==> src/rtl/stopwatch_pkg.sv <==
// -----------------------------------------------------------------------------
// stopwatch_pkg
// Shared definitions for the millisecond stopwatch:
//   sw_state_e            - control state encoding (IDLE, RUN, HOLD)
//   CYCLES_PER_MS_PER_MHZ - clk cycles per millisecond for each MHz of clock
// -----------------------------------------------------------------------------
package stopwatch_pkg;

  localparam int CYCLES_PER_MS_PER_MHZ = 1000;

  typedef enum logic [1:0] {
    IDLE = 2'd0,
    RUN  = 2'd1,
    HOLD = 2'd2
  } sw_state_e;

endpackage : stopwatch_pkg

==> src/rtl/stopwatch_tick_gen.sv <==
// -----------------------------------------------------------------------------
// tick_gen
// Millisecond prescaler. Counts 0..P-1 while en is high, wraps to 0 after P-1
// and flags the wrap cycle on tick. sync_clr forces the count back to 0 and
// wins over en.
// Parameters:
//   P        - clk cycles per tick (>= 2)
// Ports:
//   clk      in   clock, posedge
//   rst_n    in   synchronous active-low reset
//   en       in   count enable
//   sync_clr in   synchronous clear of the count
//   tick     out  high in the cycle the count wraps from P-1 to 0
// -----------------------------------------------------------------------------
module tick_gen #(
  parameter int P = 1000
) (
  input  logic clk,
  input  logic rst_n,
  input  logic en,
  input  logic sync_clr,
  output logic tick
);

  localparam int            PW   = (P > 1) ? $clog2(P) : 1;
  localparam logic [PW-1:0] LAST = PW'(P - 1);

  logic [PW-1:0] cnt_q;
  logic [PW-1:0] cnt_d;
  logic          wrap_s;

  assign wrap_s = en && (cnt_q == LAST);
  assign tick   = wrap_s;

  // Next prescaler count: clear, wrap, increment or hold.
  always_comb begin
    cnt_d = cnt_q;
    if (sync_clr) begin
      cnt_d = {PW{1'b0}};
    end else if (wrap_s) begin
      cnt_d = {PW{1'b0}};
    end else if (en) begin
      cnt_d = cnt_q + 1'b1;
    end else begin
      cnt_d = cnt_q;
    end
  end

  // Prescaler count register with synchronous reset.
  always_ff @(posedge clk) begin
    if (!rst_n) begin
      cnt_q <= {PW{1'b0}};
    end else begin
      cnt_q <= cnt_d;
    end
  end

endmodule : tick_gen

==> src/rtl/stopwatch.sv <==
// -----------------------------------------------------------------------------
// stopwatch
// Millisecond stopwatch with IDLE / RUN / HOLD control. Counts whole
// milliseconds while running, holds the final count after stop and reports
// the end of a measurement with a one-cycle result_valid pulse. The count
// saturates at all-ones and sets a sticky overflow flag.
// Parameters:
//   CLK_FREQ_MHZ  - clock frequency in MHz (P = CLK_FREQ_MHZ*1000 cycles/ms)
//   CNT_W         - width of the millisecond count
// Ports:
//   clk           in   clock, posedge
//   rst_n         in   synchronous active-low reset
//   start         in   begin / restart a measurement
//   stop          in   end the current measurement
//   clear         in   abort to IDLE and zero all results (highest priority)
//   elapsed_ms    out  live count in RUN, held result otherwise
//   running       out  high while in RUN
//   result_valid  out  one-cycle pulse on the first HOLD cycle
//   overflow      out  sticky saturation flag for the current/last measurement
// Optional (macro STOPWATCH_LAP_EN):
//   lap           in   capture the live count without disturbing the run
//   lap_ms        out  last captured lap count
//   lap_valid     out  one-cycle pulse when lap_ms is updated
// -----------------------------------------------------------------------------
module stopwatch
  import stopwatch_pkg::*;
#(
  parameter int CLK_FREQ_MHZ = 50,
  parameter int CNT_W        = 16
) (
  input  logic             clk,
  input  logic             rst_n,
  input  logic             start,
  input  logic             stop,
  input  logic             clear,
  output logic [CNT_W-1:0] elapsed_ms,
  output logic             running,
  output logic             result_valid,
  output logic             overflow
`ifdef STOPWATCH_LAP_EN
  ,
  input  logic             lap,
  output logic [CNT_W-1:0] lap_ms,
  output logic             lap_valid
`endif
);

  localparam int P = CLK_FREQ_MHZ * CYCLES_PER_MS_PER_MHZ;

  // Saturating increment: MSB of the result flags that v was already at max.
  function automatic logic [CNT_W:0] sat_inc(input logic [CNT_W-1:0] v);
    logic [CNT_W:0] r;
    if (v == {CNT_W{1'b1}}) begin
      r = {1'b1, v};
    end else begin
      r = {1'b0, v + 1'b1};
    end
    return r;
  endfunction

  sw_state_e        state_q, state_d;
  logic [CNT_W-1:0] elapsed_q, elapsed_d;
  logic             overflow_q, overflow_d;
  logic             running_q, running_d;
  logic             result_valid_q, result_valid_d;

  logic             tick_s;
  logic             presc_en_s;
  logic             presc_clr_s;
  logic [CNT_W:0]   inc_s;
  logic [CNT_W-1:0] count_next_s;
  logic             sat_s;

  // The prescaler only advances in RUN; any (re)start or abort zeroes it.
  assign presc_en_s = (state_q == RUN);

  tick_gen #(
    .P (P)
  ) u_tick_gen (
    .clk      (clk),
    .rst_n    (rst_n),
    .en       (presc_en_s),
    .sync_clr (presc_clr_s),
    .tick     (tick_s)
  );

  // Live count including this cycle's tick, so a tick that lands on the
  // stop (or lap) cycle is part of the captured value.
  always_comb begin
    inc_s = {1'b0, elapsed_q};
    if (tick_s) begin
      inc_s = sat_inc(elapsed_q);
    end else begin
      inc_s = {1'b0, elapsed_q};
    end
    count_next_s = inc_s[CNT_W-1:0];
    sat_s        = inc_s[CNT_W];
  end

  // Control state machine: next state, count, overflow and result pulse.
  always_comb begin
    state_d        = state_q;
    elapsed_d      = elapsed_q;
    overflow_d     = overflow_q;
    result_valid_d = 1'b0;
    presc_clr_s    = 1'b0;
    if (clear) begin
      state_d     = IDLE;
      elapsed_d   = {CNT_W{1'b0}};
      overflow_d  = 1'b0;
      presc_clr_s = 1'b1;
    end else begin
      case (state_q)
        IDLE: begin
          if (start) begin
            state_d     = RUN;
            elapsed_d   = {CNT_W{1'b0}};
            overflow_d  = 1'b0;
            presc_clr_s = 1'b1;
          end else begin
            state_d = IDLE;
          end
        end
        RUN: begin
          // stop wins over a simultaneous start
          if (stop) begin
            state_d        = HOLD;
            elapsed_d      = count_next_s;
            overflow_d     = overflow_q | sat_s;
            result_valid_d = 1'b1;
          end else if (start) begin
            state_d     = RUN;
            elapsed_d   = {CNT_W{1'b0}};
            overflow_d  = 1'b0;
            presc_clr_s = 1'b1;
          end else begin
            state_d    = RUN;
            elapsed_d  = count_next_s;
            overflow_d = overflow_q | sat_s;
          end
        end
        HOLD: begin
          if (start) begin
            state_d     = RUN;
            elapsed_d   = {CNT_W{1'b0}};
            overflow_d  = 1'b0;
            presc_clr_s = 1'b1;
          end else begin
            state_d = HOLD;
          end
        end
        default: begin
          state_d     = IDLE;
          elapsed_d   = {CNT_W{1'b0}};
          overflow_d  = 1'b0;
          presc_clr_s = 1'b1;
        end
      endcase
    end
    running_d = (state_d == RUN);
  end

`ifdef STOPWATCH_LAP_EN
  logic [CNT_W-1:0] lap_ms_q, lap_ms_d;
  logic             lap_valid_q, lap_valid_d;

  // Lap capture: only a plain RUN cycle (no stop, no clear) takes a snapshot.
  always_comb begin
    lap_ms_d    = lap_ms_q;
    lap_valid_d = 1'b0;
    if (clear) begin
      lap_ms_d = {CNT_W{1'b0}};
    end else if ((state_q == RUN) && lap && !stop) begin
      lap_ms_d    = count_next_s;
      lap_valid_d = 1'b1;
    end else begin
      lap_ms_d = lap_ms_q;
    end
  end

  assign lap_ms    = lap_ms_q;
  assign lap_valid = lap_valid_q;
`else
  // Lap capture is not built in this configuration.
`endif

  // State and registered outputs with synchronous reset.
  always_ff @(posedge clk) begin
    if (!rst_n) begin
      state_q        <= IDLE;
      elapsed_q      <= {CNT_W{1'b0}};
      overflow_q     <= 1'b0;
      running_q      <= 1'b0;
      result_valid_q <= 1'b0;
`ifdef STOPWATCH_LAP_EN
      lap_ms_q       <= {CNT_W{1'b0}};
      lap_valid_q    <= 1'b0;
`endif
    end else begin
      state_q        <= state_d;
      elapsed_q      <= elapsed_d;
      overflow_q     <= overflow_d;
      running_q      <= running_d;
      result_valid_q <= result_valid_d;
`ifdef STOPWATCH_LAP_EN
      lap_ms_q       <= lap_ms_d;
      lap_valid_q    <= lap_valid_d;
`endif
    end
  end

  assign elapsed_ms   = elapsed_q;
  assign running      = running_q;
  assign result_valid = result_valid_q;
  assign overflow     = overflow_q;

endmodule : stopwatch

==> config.mk <==
export PLATFORM = sky130hd
export DESIGN_NAME = stopwatch
export DESIGN_NICKNAME = d
export VERILOG_FILES = /design/src/rtl/stopwatch_pkg.sv /design/src/rtl/stopwatch_tick_gen.sv /design/src/rtl/stopwatch.sv
export SDC_FILE = /design/constraint.sdc
export NUM_CORES = 1
export LEC_CHECK = 0
export CORE_MARGIN = 1.5
export CORE_UTILIZATION = 45
export CTS_BUF_LIST = sky130_fd_sc_hd__clkbuf_16
export DETAILED_ROUTE_END_ITERATION = 10
export PLACE_DENSITY = 0.67
export SKIP_LAST_GASP = 1
export SLEW_MARGIN = 20
export SYNTH_ARGS = -nofsm -noshare
export SYNTH_HDL_FRONTEND = slang
export SYNTH_SLANG_ARGS = --single-unit
==> constraint.sdc <==
create_clock -name clk -period 5.1 [get_ports clk]
set_input_delay 0.51 -clock clk [delete_from_list [all_inputs] [get_ports clk]]
set_output_delay 0.51 -clock clk [all_outputs]
set_load 0.1 [all_outputs]
; Yosys cells after proc, flatten, opt, wreduce, memory -nomap -nowiden
; Index checks and enable logic that the tools add are counted.
[totals]
ff_bits = 37
latch_bits = 0
ramBits = 0
mem_bits_ro = 0
output_inout_bits = 19
wordCells = 43
mem_count = 0
[classes]
addsub = 2
multipliers = 0
div_mod_pow = 0
order_cmp = 0
n_eq_ne = 6
n_shift = 0
mux = 20
n_bitwise = 3
reduce_logical = 6
[op_table]
columns = cell, n
row1 = 16-bit 2-to-1 mux, 3
row2 = 17-bit 2-to-1 mux, 2
row3 = 16-bit by 1-bit adder with 16-bit output (second input constant), 2
row4 = 16-bit equality test (second input constant), 2
row5 = 16-bit case mux with 2 select lines, 1
row6 = 1-bit 2-to-1 mux, 8
row7 = 2-bit 2-to-1 mux, 3
row8 = 2-bit case mux with 3 select lines, 1
row9 = 3-bit OR reduction, 2
row10 = 2-bit by 1-bit equality test with 1-bit output (second input constant), 2
row11 = 1-bit case mux with 2 select lines, 2
row12 = 2-bit OR reduction, 2
row13 = 2-bit equality test (second input constant), 1
row14 = 2-bit zero test, 1
row15 = 2-bit by 1-bit != test with 1-bit output (second input constant), 1
row16 = 1-bit inverter, 2
row17 = 1-bit logical AND, 1
row18 = 1-bit OR, 1

; Logic depth before layout (Yosys ltp)
; Gate-level depths: netlist of run 1.
[logic_depth]
ltp_word = 7
depth_mapped = 7
mapped_depth_nobuf = 6

; By module
; A second synthesis of run 1 with hierarchy kept.
[unflattened]
hier_cells = 228
area_unflattened_um2 = 1883.1
[modules_own_cells]
columns = module, n_inst, cells_per_inst, area_each_um2
row1 = stopwatch, 1, 144, 1142.3
row2 = tick_gen, 1, 84, 740.7

; Worst setup path before layout of run 1
; OpenSTA, ideal clock, no wires.
[synth_timing]
kind = reg-to-reg
start = register elapsed_q[0], in the netlist elapsed_ms[0]
end = register elapsed_q[1], in the netlist elapsed_ms[1]
arrival_ns = 2.605
setup_slack_ns = 2.425
stages_incl_launch_ff = 8
cell_sequence = dfxtp_1 > ha_1 > nand3_1 > or4_1 > nand3_1 > clkbuf_1 > o211ai_1 > a21oi_1
[synth_via]
elab_chain_len = 6
[synth_lines]
columns = element, line_no
row1 = from (decl), stopwatch.sv:62  ; logic [CNT_W-1:0] elapsed_q, elapsed_d;
row2 = from (signal assigned), stopwatch.sv:191  ; elapsed_q <= {CNT_W{1'b0}};
row3 = from (signal assigned), stopwatch.sv:201  ; elapsed_q <= elapsed_d;
row4 = 16-bit by 1-bit adder with 16-bit output or 16-bit equality test (tied branches), "stopwatch.sv:56, stopwatch.sv:53"
row5 = 17-bit 2-to-1 mux (*), stopwatch.sv:53  ; if (v == {CNT_W{1'b1}}) begin
row6 = 17-bit 2-to-1 mux (*), stopwatch.sv:91  ; if (tick_s) begin
row7 = 16-bit 2-to-1 mux, stopwatch.sv:131  ; end else if (start) begin
row8 = 16-bit 2-to-1 mux (*), stopwatch.sv:126  ; if (stop) begin
row9 = 16-bit case mux with 2 select lines (*), stopwatch.sv:113  ; case (state_q)
; Mark *: on every way between the ends. The rest lies on a longest branch, timed or not.
; A chain may end at the register's enable or synchronous reset.

; Final worst setup path of run 1
[layout_timing]
start = register elapsed_q[7], in the netlist elapsed_ms[7]
end = output port elapsed_ms[7]
[layout_lines]
columns = element, line_no
row1 = to (decl), stopwatch.sv:36  ; output logic [CNT_W-1:0] elapsed_ms,
; No word-level cell between the ends.

==> results of run 1 <==
[layout make-up]
class / instances / area [um^2]
repair buffers: 23 / 230
multi-input cells: 179 / 1080
fillers: 375 / 1670
clock buffers: 5 / 125
well taps: 50 / 62.6
inverters: 6 / 22.5
clock inverters: 3 / 68.8
flip-flops and latches: 37 / 741
[cell families (layout without fill, tap and decap cells)]
| kind of cell | count (synthesis) | after routing | synth area share (%) |
|---|---|---|---|
| AOI/OAI and AO/OA | 34 | 34 | 12.9 |
| xor gates and xnor gates | 16 | 16 | 7.47 |
| adders and majority gates | 2 | 2 | 1.33 |
| buffers and inverters | 14 | 37 | 3.00 |
| DFF | 37 | 37 | 39.5 |
| muxes | 1 | 1 | 0.533 |
| and+or+nand+nor | 126 | 126 | 35.3 |
[Yosys cell counts, types with 2 or more instances]
master | instances | area [um^2]
nor3_1 | 12 | 60.1
nand2_1 | 22 | 82.6
nor2_1 | 31 | 116
nand3b_1 | 2 | 15.0
ha_1 | 2 | 25.0
a21oi_1 | 7 | 35.0
dfxtp_1 | 37 | 741
o41ai_1 | 4 | 35.0
nand2b_1 | 3 | 18.8
or3_1 | 2 | 12.5
o211ai_1 | 3 | 22.5
nor4b_1 | 2 | 17.5
nand4_1 | 7 | 43.8
o311ai_0 | 3 | 26.3
nand4bb_1 | 2 | 22.5
xor2_1 | 4 | 35.0
nor4_1 | 4 | 25.0
or4_1 | 4 | 30.0
or2_1 | 3 | 18.8
nand3_1 | 17 | 85.1
a31oi_1 | 2 | 12.5
clkbuf_1 | 5 | 18.8
o21ai_1 | 4 | 20.0
and2_1 | 2 | 12.5
buf_2 | 3 | 15.0
a211oi_1 | 2 | 15.0
and4_1 | 2 | 17.5
and3_1 | 5 | 31.3
xnor2_1 | 12 | 105
inv_1 | 6 | 22.5
[metal layers]
layer	share of wire, %	vias to the layer above	wire length (um)
met2	42	48	1770
met1	50	793	2110
li1	-	892	-
met4	1.7	0	72
met3	6.1	7	255
met5	0	-	0
[worst paths after layout]
path | slack, ns | from | end | depth (start not counted)
max reg2reg | 2.78 | u_tick_gen.cnt_q[0]$_SDFFE_PP0P_ | elapsed_ms[2]$_SDFFE_PP0P_ | 6
min | 0.48 | overflow$_SDFFE_PP0P_ | overflow$_SDFFE_PP0P_ | 2
min reg2reg | 0.48 | overflow$_SDFFE_PP0P_ | overflow$_SDFFE_PP0P_ | 2
max | 2.64 | elapsed_ms[7]$_SDFFE_PP0P_ | elapsed_ms[7] | 1
[sequential cells by signal, indices dropped and copies added (netlist names)]
signal            cells
elapsed_ms           16
overflow              1
result_valid          1
running               1
state_q               2
u_tick_gen.cnt_q     16
[where the power goes]
group          leakage (nW)  total [mW]  switching [mW]  internal, mW
registers             0.298       0.291        0.000851         0.290
logic                 0.297      0.0214          0.0144       0.00697
clock network        0.0944       0.403           0.121         0.282
==> run_results.csv, run 1 <==
group,metric,value,unit
status,outcome,"complete, no violations",
cts,cts_buffer_depth,2,
yosys,synth_edf_count,0,
sta,finalCriticalPeriod,2.46,ns
global_route,grtUsageMet3,4.00,%
placement,hpwlAfterDp,3030,um
final_layout,area_growth,24.3,%
cts,cts_buffers,5,
global_route,grt_remaining_overflow,0,
route,first_iter_violations,154,
sta,tns,0,ns
cts,htreeDepth,2,
yosys,netlist_instances,230,
final_layout,n_antenna_cell,0,
cts,cts-root-buf,"clkbuf_16",
final_layout,post-route-util,58.3,%
yosys,synthesis.nets,237,
final_layout,finalInstanceArea,2330,um^2
placement,dpl-instance-area,2140,um^2
sta,rsz0062_at_grt,"false",
placement,gp_congestion,0.940,
cts,cts_tree,"built",
power,finalPower,715,uW
route,drc,0,
route,firstDrtPassIters,4,
sta,setup_slack,2.64,ns
route,num_vias,1740,
yosys,ys.flop_type,"dfxtp_1",
yosys,syn_avg_cell_area,8.16,um^2
final_layout,instances_no_fill,303,
sta,tightestPinTransition,0.978,ns
floorplanning,core-area,4000,um^2
route,routed_wl,4210,um
cts,cts-resized-gates,0,
final_layout,final_common_cell,"dfxtp_1",
critical_path,critical_path_class,"flip-flop to primary output",
global_route,grt_max_degree,17,
floorplanning,die_y,67.6,um
cts,postCtsSetupBuffers,0,
sta,setup_violations,0,
route,ant_nets,0,
critical_path,critPathMaxStageDelay,1.19,ns
cts,path_clk_slew,0.06,ns
final_layout,layout-drive-gt1-share,5.53,%
hold_path,hp-class,"flip-flop to flip-flop",
critical_path,crit_fanout,9,
final_layout,most-common-layout-cells,"37 x dfxtp_1, 31 x nor2_1, 23 x clkdlybuf4s50_1",
global_route,grt_usage,20.9,%
route,post_drt_wl_per_cell,13.9,um
yosys,netlist_area,1880,um^2
critical_path,crit_chain,"clkdlybuf4s50_1",
global_route,grtUsageMet1,29.1,%
placement,dp.cells,295,
critical_path,cpLargestDelayFamily,"buffers and inverters",
yosys,yosysWarnings,0,
placement,port_buffers,23,
yosys,yosysSeqAreaShare,39.5,%
cts,cts.sinks,37,
critical_path,end_kind,"primary output",
cts,clk_latency,0.29,ns
power,vdd_drop_max,0.000187,V
yosys,async_reset_ff_share,0,%
floorplanning,dieArea,4570,um^2
route,avgViaCountPerCell,5.74,
yosys,synthDistinctLibCells,46,
floorplanning,num_rows,23,
job,maxCapViolCount,0,
sta,period_share,48.2,%
critical_path,cp.required,4.59,ns
power,p_per_area,307,nW/um^2
sta,slew_viol_final,0,
global_route,use_met2,30.3,%
global_route,grt_pass1_vias,1510,
floorplanning,ioPinCount,24,
sta,hold_violations,0,
global_route,antenna_found_initial,0,
global_route,top_usage_layer,"met2",
floorplanning,start_util,46.9,%
placement,dp_slack,2.41,ns
cts,hold_buffers,0,
yosys,ys_seq_elements,37,
floorplanning,die_x,67.6,um
sta,finClkSkew,0.00490,ns
critical_path,worstSetupStartpointType,"flip-flop",
global_route,grt_pass1_wl,7100,um
sta,max_slew_margin,34.6,%
sta,hold_ws,0.483,ns
critical_path,cp_num_buf_inv,1,
critical_path,worstPathArrival,1.95,ns
critical_path,critPathSlowestCell,"clkdlybuf4s50_1",
sta,max_freq,0.407,GHz
power,p_leak,0.690,nW
final_layout,nets,259,
No activity file was read; power rests on OpenSTA's default activity.
==> run 2: changes to the inputs <==
clock period = 2.32 ns   (was 5.1 ns; I/O delays follow)
==> run_results.csv, run 2 (synthesis results as in run 1) <==
group,metric,value,unit
placement,gp_congestion,0.881,
global_route,antenna_found_initial,0,
hold_path,hp-class,"flip-flop to flip-flop",
hold_path,min_path_cells,1,
cts,cts.sinks,37,
power,p_leak,0.766,nW
critical_path,crit_fanout,8,
final_layout,final_common_cell,"nor2_1",
critical_path,end_kind,"flip-flop",
placement,dpl-instance-area,2190,um^2
sta,tns,0,ns
final_layout,most-common-layout-cells,"31 x nor2_1, 30 x buf_4, 24 x dfxtp_1",
critical_path,reg2reg_to,"elapsed_ms[6]$_SDFFE_PP0P_",
final_layout,fill_cells,384,
critical_path,reg2reg_setup_slack,0.24,ns
sta,setup_slack,0.243,ns
sta,rsz0062_at_grt,"false",
placement,dp.cells,306,
critical_path,timing.rr.start,"u_tick_gen.cnt_q[0]$_SDFFE_PP0P_",
status,outcome,"complete, no violations",
sta,tightestPinTransition,0.495,ns
power,p_per_area,578,nW/um^2
sta,slew_viol_final,0,
final_layout,n_antenna_cell,0,
global_route,grt_max_degree,17,
final_layout,nets,270,
cts,path_clk_slew,0.06,ns
job,maxCapViolCount,0,
final_layout,finalInstanceArea,2330,um^2
cts,postCtsSetupBuffers,0,
cts,cts_tree,"built",
sta,finClkSkew,0.00394,ns
placement,hpwlAfterDp,3270,um
cts,clk_latency,0.28,ns
sta,finalCriticalPeriod,2.08,ns
placement,dp_slack,0.259,ns
final_layout,post-route-util,58.2,%
critical_path,critical_path_class,"flip-flop to flip-flop",
floorplanning,die_y,67.6,um
route,first_iter_violations,148,
route,avgViaCountPerCell,5.61,
cts,cts-root-buf,"clkbuf_16",
cts,cts_buffers,5,
floorplanning,ioPinCount,24,
global_route,grt_usage,21.4,%
route,routed_wl,4430,um
global_route,grt_pass1_vias,1612,
route,post_drt_wl_per_cell,14.1,um
floorplanning,dieArea,4570,um^2
final_layout,layout-drive-gt1-share,21.2,%
hold_path,min_to,"elapsed_ms[9]$_SDFFE_PP0P_",
sta,max_freq,0.482,GHz
final_layout,instances_no_fill,314,
route,drc,0,
cts,hold_buffers,0,
final_layout,area_growth,24.1,%
cts,cts-resized-gates,0,
floorplanning,die_x,67.6,um
critical_path,worstPathArrival,2.29,ns
route,num_vias,1761,
sta,hold_violations,0,
cts,htreeDepth,2,
placement,port_buffers,23,
final_layout,regArea,757,um^2
final_layout,multi_input_area,1080,um^2
hold_path,min_from,"elapsed_ms[9]$_SDFFE_PP0P_",
critical_path,cp.required,2.53,ns
power,vdd_drop_max,0.000398,V
sta,hold_ws,0.471,ns
floorplanning,num_rows,23,
global_route,grt_remaining_overflow,0,
floorplanning,core-area,4000,um^2
sta,max_slew_margin,66.8,%
route,ant_nets,0,
cts,cts_buffer_depth,2,
power,finalPower,1.35,mW
global_route,grt_pass1_wl,7330,um
floorplanning,start_util,46.9,%
critical_path,worstSetupStartpointType,"flip-flop",
route,firstDrtPassIters,4,
critical_path,r2r.worst_path.cells,6,
sta,setup_violations,0,
sta,period_share,89.5,%
## run 2: report_power, final
group | switching [mW] | total [mW] | internal [mW]
Sequential | 0.00122 | 0.639 | 0.638
Clock | 0.258 | 0.652 | 0.393
Combinational | 0.0349 | 0.0555 | 0.0206
Total | 0.295 | 1.35 | 1.05
## run 2: cell type report
cell class	count	share of cell area, %
clock buffers	5	5.37
flip-flops and latches	37	32.5
well taps	50	2.69
inverters	6	0.967
repair buffers	34	11.4
multi-input cells	179	46.3
clock inverters	3	0.752
## run 2: worst max path at each step
| stage | start | end | depth (start not counted) |
|---|---|---|---|
| global route | u_tick_gen.cnt_q[11]$_SDFFE_PP0P_ | elapsed_ms[15]$_SDFFE_PP0P_ | 5 |
| global placement | u_tick_gen.cnt_q[11]$_SDFFE_PP0P_ | elapsed_ms[6]$_SDFFE_PP0P_ | 5 |
| finish | u_tick_gen.cnt_q[0]$_SDFFE_PP0P_ | elapsed_ms[6]$_SDFFE_PP0P_ | 6 |
| detailed placement | u_tick_gen.cnt_q[0]$_SDFFE_PP0P_ | elapsed_ms[6]$_SDFFE_PP0P_ | 6 |
| floorplan | elapsed_ms[5]$_SDFFE_PP0P_ | elapsed_ms[6]$_SDFFE_PP0P_ | 4 |
| CTS | u_tick_gen.cnt_q[0]$_SDFFE_PP0P_ | elapsed_ms[6]$_SDFFE_PP0P_ | 6 |
## run 2: layer usage
metal	track usage [%]	wire length (um)
met2	33.5	1940
met5	0	0
met1	28.0	2190
met3	5.00	215
met4	9.44	86
## run 2: critical path, cell delays in order, from the launching register on
cell      delay, ns
dfxtp_1        0.37
ha_1           0.16
nand3b_1       0.15
or2_1          0.37
or4_4          0.57
or3_1          0.32
o21ai_1        0.07
==> run 3: changes to the inputs <==
CORE_ASPECT_RATIO = 0.5   (was unset)
PLACE_DENSITY = 0.73   (was 0.67)
clock period = 2.5 ns   (was 2.32 ns; I/O delays follow)
==> run_results.csv, run 3 (synthesis results as in run 1) <==
group,metric,value,unit
cts,htreeDepth,2,
critical_path,cp.required,2.69,ns
final_layout,most-common-layout-cells,"33 x dfxtp_1, 31 x nor2_1, 26 x buf_4",
sta,period_share,84.6,%
floorplanning,dieArea,4590,um^2
sta,max_freq,0.473,GHz
route,drc,0,
final_layout,final_common_cell,"dfxtp_1",
critical_path,reg2reg_to,"elapsed_ms[14]$_SDFFE_PP0P_",
final_layout,layout-drive-gt1-share,16.2,%
route,wl_met1,2120,um
route,firstDrtPassIters,4,
route,ant_nets,0,
critical_path,critical_path_class,"flip-flop to flip-flop",
floorplanning,num_rows,16,
hold_path,min_to,"overflow$_SDFFE_PP0P_",
floorplanning,core-area,3940,um^2
sta,max_slew_margin,65.4,%
hold_path,min_from,"overflow$_SDFFE_PP0P_",
route,highest_layer,"met4",
power,finalPower,1.35,mW
global_route,antenna_found_initial,0,
sta,finClkSkew,0.00620,ns
sta,finalCriticalPeriod,2.12,ns
global_route,grt_pass1_vias,1612,
floorplanning,ioPinCount,24,
hold_path,min_path_cells,2,
cts,cts-resized-gates,0,
floorplanning,start_util,47.6,%
placement,dp_slack,0.359,ns
power,p_leak,0.748,nW
cts,cts_tree,"built",
route,first_iter_violations,71,
critical_path,crit_fanout,8,
power,p_per_area,582,nW/um^2
route,routed_wl,4550,um
final_layout,nets,266,
status,outcome,"complete, no violations",
placement,port_buffers,23,
placement,gp_congestion,0.899,
route,wl_met3,277,um
cts,cts.sinks,37,
cts,cts_buffer_depth,2,
floorplanning,die_y,48.7,um
sta,rsz0062_at_grt,"false",
route,post_drt_wl_per_cell,14.5,um
final_layout,instances_no_fill,314,
critical_path,reg2reg_setup_slack,0.38,ns
final_layout,multi_input_area,1080,um^2
route,wl_met2,2090,um
final_layout,area_growth,23.5,%
cts,path_clk_slew,0.06,ns
route,num_vias,1841,
final_layout,n_antenna_cell,0,
critical_path,r2r.worst_path.cells,6,
global_route,grt_max_degree,17,
sta,tns,0,ns
global_route,grt_usage,21.8,%
sta,slew_viol_final,0,
placement,dpl-instance-area,2150,um^2
cts,cts-root-buf,"clkbuf_16",
sta,hold_violations,0,
critical_path,worstSetupStartpointType,"flip-flop",
final_layout,finalInstanceArea,2320,um^2
placement,dp.cells,306,
cts,postCtsSetupBuffers,0,
power,vdd_drop_max,0.000249,V
critical_path,timing.rr.start,"u_tick_gen.cnt_q[0]$_SDFFE_PP0P_",
hold_path,hp-class,"flip-flop to flip-flop",
critical_path,worstPathArrival,2.31,ns
sta,tightestPinTransition,0.515,ns
global_route,grt_remaining_overflow,0,
floorplanning,die_x,94.3,um
sta,setup_slack,0.384,ns
final_layout,regArea,746,um^2
job,maxCapViolCount,0,
cts,hold_buffers,0,
sta,setup_violations,0,
cts,cts_buffers,5,
route,avgViaCountPerCell,5.86,
final_layout,fill_cells,359,
placement,hpwlAfterDp,3170,um
critical_path,end_kind,"flip-flop",
cts,clk_latency,0.28,ns
global_route,grt_pass1_wl,7770,um
## run 3: cell count changes in the layout (fill, tap and decap cells not counted), sizes merged
cell | before | now
buf | 30 | 26
bufinv | 0 | 1
clkinv | 2 | 1
## run 3: worst max-delay path by stage
stage	from	endpoint	slack (ns)
2_1_floorplan	elapsed_ms[12]$_SDFFE_PP0P_	elapsed_ms[2]$_SDFFE_PP0P_	0.02
3_3_place_gp	rst_n	elapsed_ms[9]$_SDFFE_PP0P_	0.42
3_5_place_dp	rst_n	elapsed_ms[9]$_SDFFE_PP0P_	0.36
4_1_cts	u_tick_gen.cnt_q[0]$_SDFFE_PP0P_	elapsed_ms[14]$_SDFFE_PP0P_	0.37
5_1_grt	u_tick_gen.cnt_q[0]$_SDFFE_PP0P_	elapsed_ms[14]$_SDFFE_PP0P_	0.21
6_report	u_tick_gen.cnt_q[0]$_SDFFE_PP0P_	elapsed_ms[14]$_SDFFE_PP0P_	0.38
## run 3: through the flow
stage,hold WS [ns],utilization (%)
after detailed placement,0.472,54.5
final,0.475,58.8
after global routing,0.516,58.8
after floorplan,0.396,-
after global placement,0.459,54.5
after CTS,0.484,58.8
## run 3: area by class of cell
class	instances	area share, %
multi-input cells	179	46.6
well taps	54	2.92
repair buffers	30	10.2
flip-flops and latches	37	32.2
clock buffers	5	5.40
clock inverters	3	1.78
inverters	6	0.972
## run 3: layer usage
metal,GRT usage (%),vias to the layer above
met3,5.82,9
met2,31.4,58
met1,30.8,868
met5,0,-
li1,-,906
met4,8.71,0
## run 3: worst max-delay path, cell delays in order (launching register included)
cell and delay [ns]:
dfxtp_1 0.37, ha_1 0.18, nand3b_1 0.15, or2_1 0.39, nor4_2 0.53, a41oi_1 0.18, a211oi_1 0.24
## run 3: power breakdown
group	internal (mW)	switching (mW)	leakage, nW	total (mW)
Combinational	0.0179	0.0323	0.371	0.0502
Sequential	0.592	0.00226	0.300	0.594
Clock	0.466	0.238	0.0775	0.704
==> RTL change: new RTL, settings of run 1 <==
The option `STOPWATCH_LAP_EN` is turned on by a define.
--- a/src/rtl/stopwatch.sv
+++ b/src/rtl/stopwatch.sv
@@ -24,2 +24,4 @@
 // -----------------------------------------------------------------------------
+`define STOPWATCH_LAP_EN
+
 module stopwatch
Interface: changed (added lap, lap_ms and lap_valid); port bits go from 24 to 42. No check against the original RTL was run, so the function may have changed too.
==> RTL change against run 1 <==
- sequential cell count increased by 17
- setup slack got worse by 0.23 ns
- total power increased by 9.3%
- non-clock buffer count increased by 18
- area after synthesis increased by 34%
- critical path type is now input port to flop
- wire length increased by 29%
- critical path depth increased by 5
- count of clock-buffer cells in the layout unchanged
- design area increased by 33%
==> RTL change: results (changes against run 1) <==
[outcome]
run_status = finished clean

[critical_path]
regToRegStartpoint = state_q[0]$_SDFF_PN0_
cp.arrival_ns = 2.92  ; +0.97 ns
cp_max_fo = 19  ; +10
cp-endpoint = elapsed_ms[4]$_SDFFE_PP0P_
worstSetupStartpoint = rst_n
regToRegSetupSlack_ns = 2.53  ; -0.25 ns

[logic_synthesis]
yosys-top-cells-area = dfxtp_1, nor2_1, xnor2_1
synth_compound_area_frac = 0.171  ; +0.0425
synth-xor-area-share = 0.0903  ; +0.0156
syn-num-nets = 311  ; +31%
synthMuxAreaShare = 0.00794  ; +0.00260
synth_common_cells = dfxtp_1, nor2_1, nand2_1, o21ai_0, a21oi_1

[routing]
vias = 2181  ; +25%
routed-wl-met3_um = 246  ; -3.5%
routed_wl_um = 5430  ; +29%
route.met2.wl_um = 2340  ; +32%

[global_route]
grt_pass1_wl_um = 9450  ; +33%
grt_pass1_vias = 2005  ; +33%
grt_usage = 0.192  ; -0.0171
grt_max_degree = 28  ; +11

[final_layout]
fin_nets = 345  ; +33%
final_layout_size_suffix_gt1_frac = 0.0385  ; -0.0169

[place]
hpwl_um = 3780  ; +25%
dp.cells = 402  ; +36%
portBuffers = 41  ; +78%
dpl_cell_area_um2 = 2970  ; +39%
place_ws_ns = 2.10  ; -0.307 ns

[timing]
fin_crit_sh = 0.526  ; +0.0444
fin_worst_skew_ns = 0.00513  ; +0.000231 ns
tightestPinTransition_ns = 1.00  ; +0.0259 ns

[pwr]
pwr-share-seq = 0.544  ; +0.137
combPwrFrac = 0.046  ; +0.016
p_leak_nw = 0.993  ; +44%
ir_worst_vdd_mv = 0.135  ; -28%
seq-power_w = 0.000425  ; +46%

[RTL change: cell types whose count changed in the layout (fill, tap and decap cells not counted), sizes merged, moves of 5 or more]
cell	before	now
o21ai	5	25
clkdlybuf4s50	23	41
dfxtp	37	54
a21oi	7	21
xor2	4	13
nand2	22	29
a31oi	2	7
nand3	17	12
or3	2	7
[RTL change: worst min-delay path by stage]
stage / from / to / slack (ns) / depth (start not counted)
global placement: lap_ms[4]$_SDFFE_PP0P_ / lap_ms[4]$_SDFFE_PP0P_ / 0.45 / 2
floorplan: state_q[1]$_SDFF_PN0_ / state_q[1]$_SDFF_PN0_ / 0.45 / 2
global route: lap_ms[4]$_SDFFE_PP0P_ / lap_ms[4]$_SDFFE_PP0P_ / 0.50 / 2
CTS: lap_ms[4]$_SDFFE_PP0P_ / lap_ms[4]$_SDFFE_PP0P_ / 0.46 / 2
finish: lap_ms[4]$_SDFFE_PP0P_ / lap_ms[4]$_SDFFE_PP0P_ / 0.46 / 2
detailed placement: lap_ms[4]$_SDFFE_PP0P_ / lap_ms[4]$_SDFFE_PP0P_ / 0.44 / 2
[RTL change: worst max-delay path, cell delays in order]
cell	delay, ns
clkdlybuf4s50_1	0.47
nor2b_1	0.79
and2_1	0.67
o21ai_0	0.19
a21oi_1	0.18
a31o_1	0.11
[RTL change: cell type report]
| class | instances | area share |
|---|---|---|
| clock buffer | 5 | 0.0403 |
| clock inverter | 3 | 0.00403 |
| inverter | 7 | 0.00846 |
| multi-input combinational | 228 | 0.438 |
| sequential | 54 | 0.348 |
| tap | 72 | 0.0290 |
| timing repair buffer | 41 | 0.132 |
[RTL change: routing by layer]
metal  GRT usage  vias up
li1            -     1140
met1       0.266      994
met2       0.297       41
met3      0.0412        6
met4      0.0600        0
met5           0        -
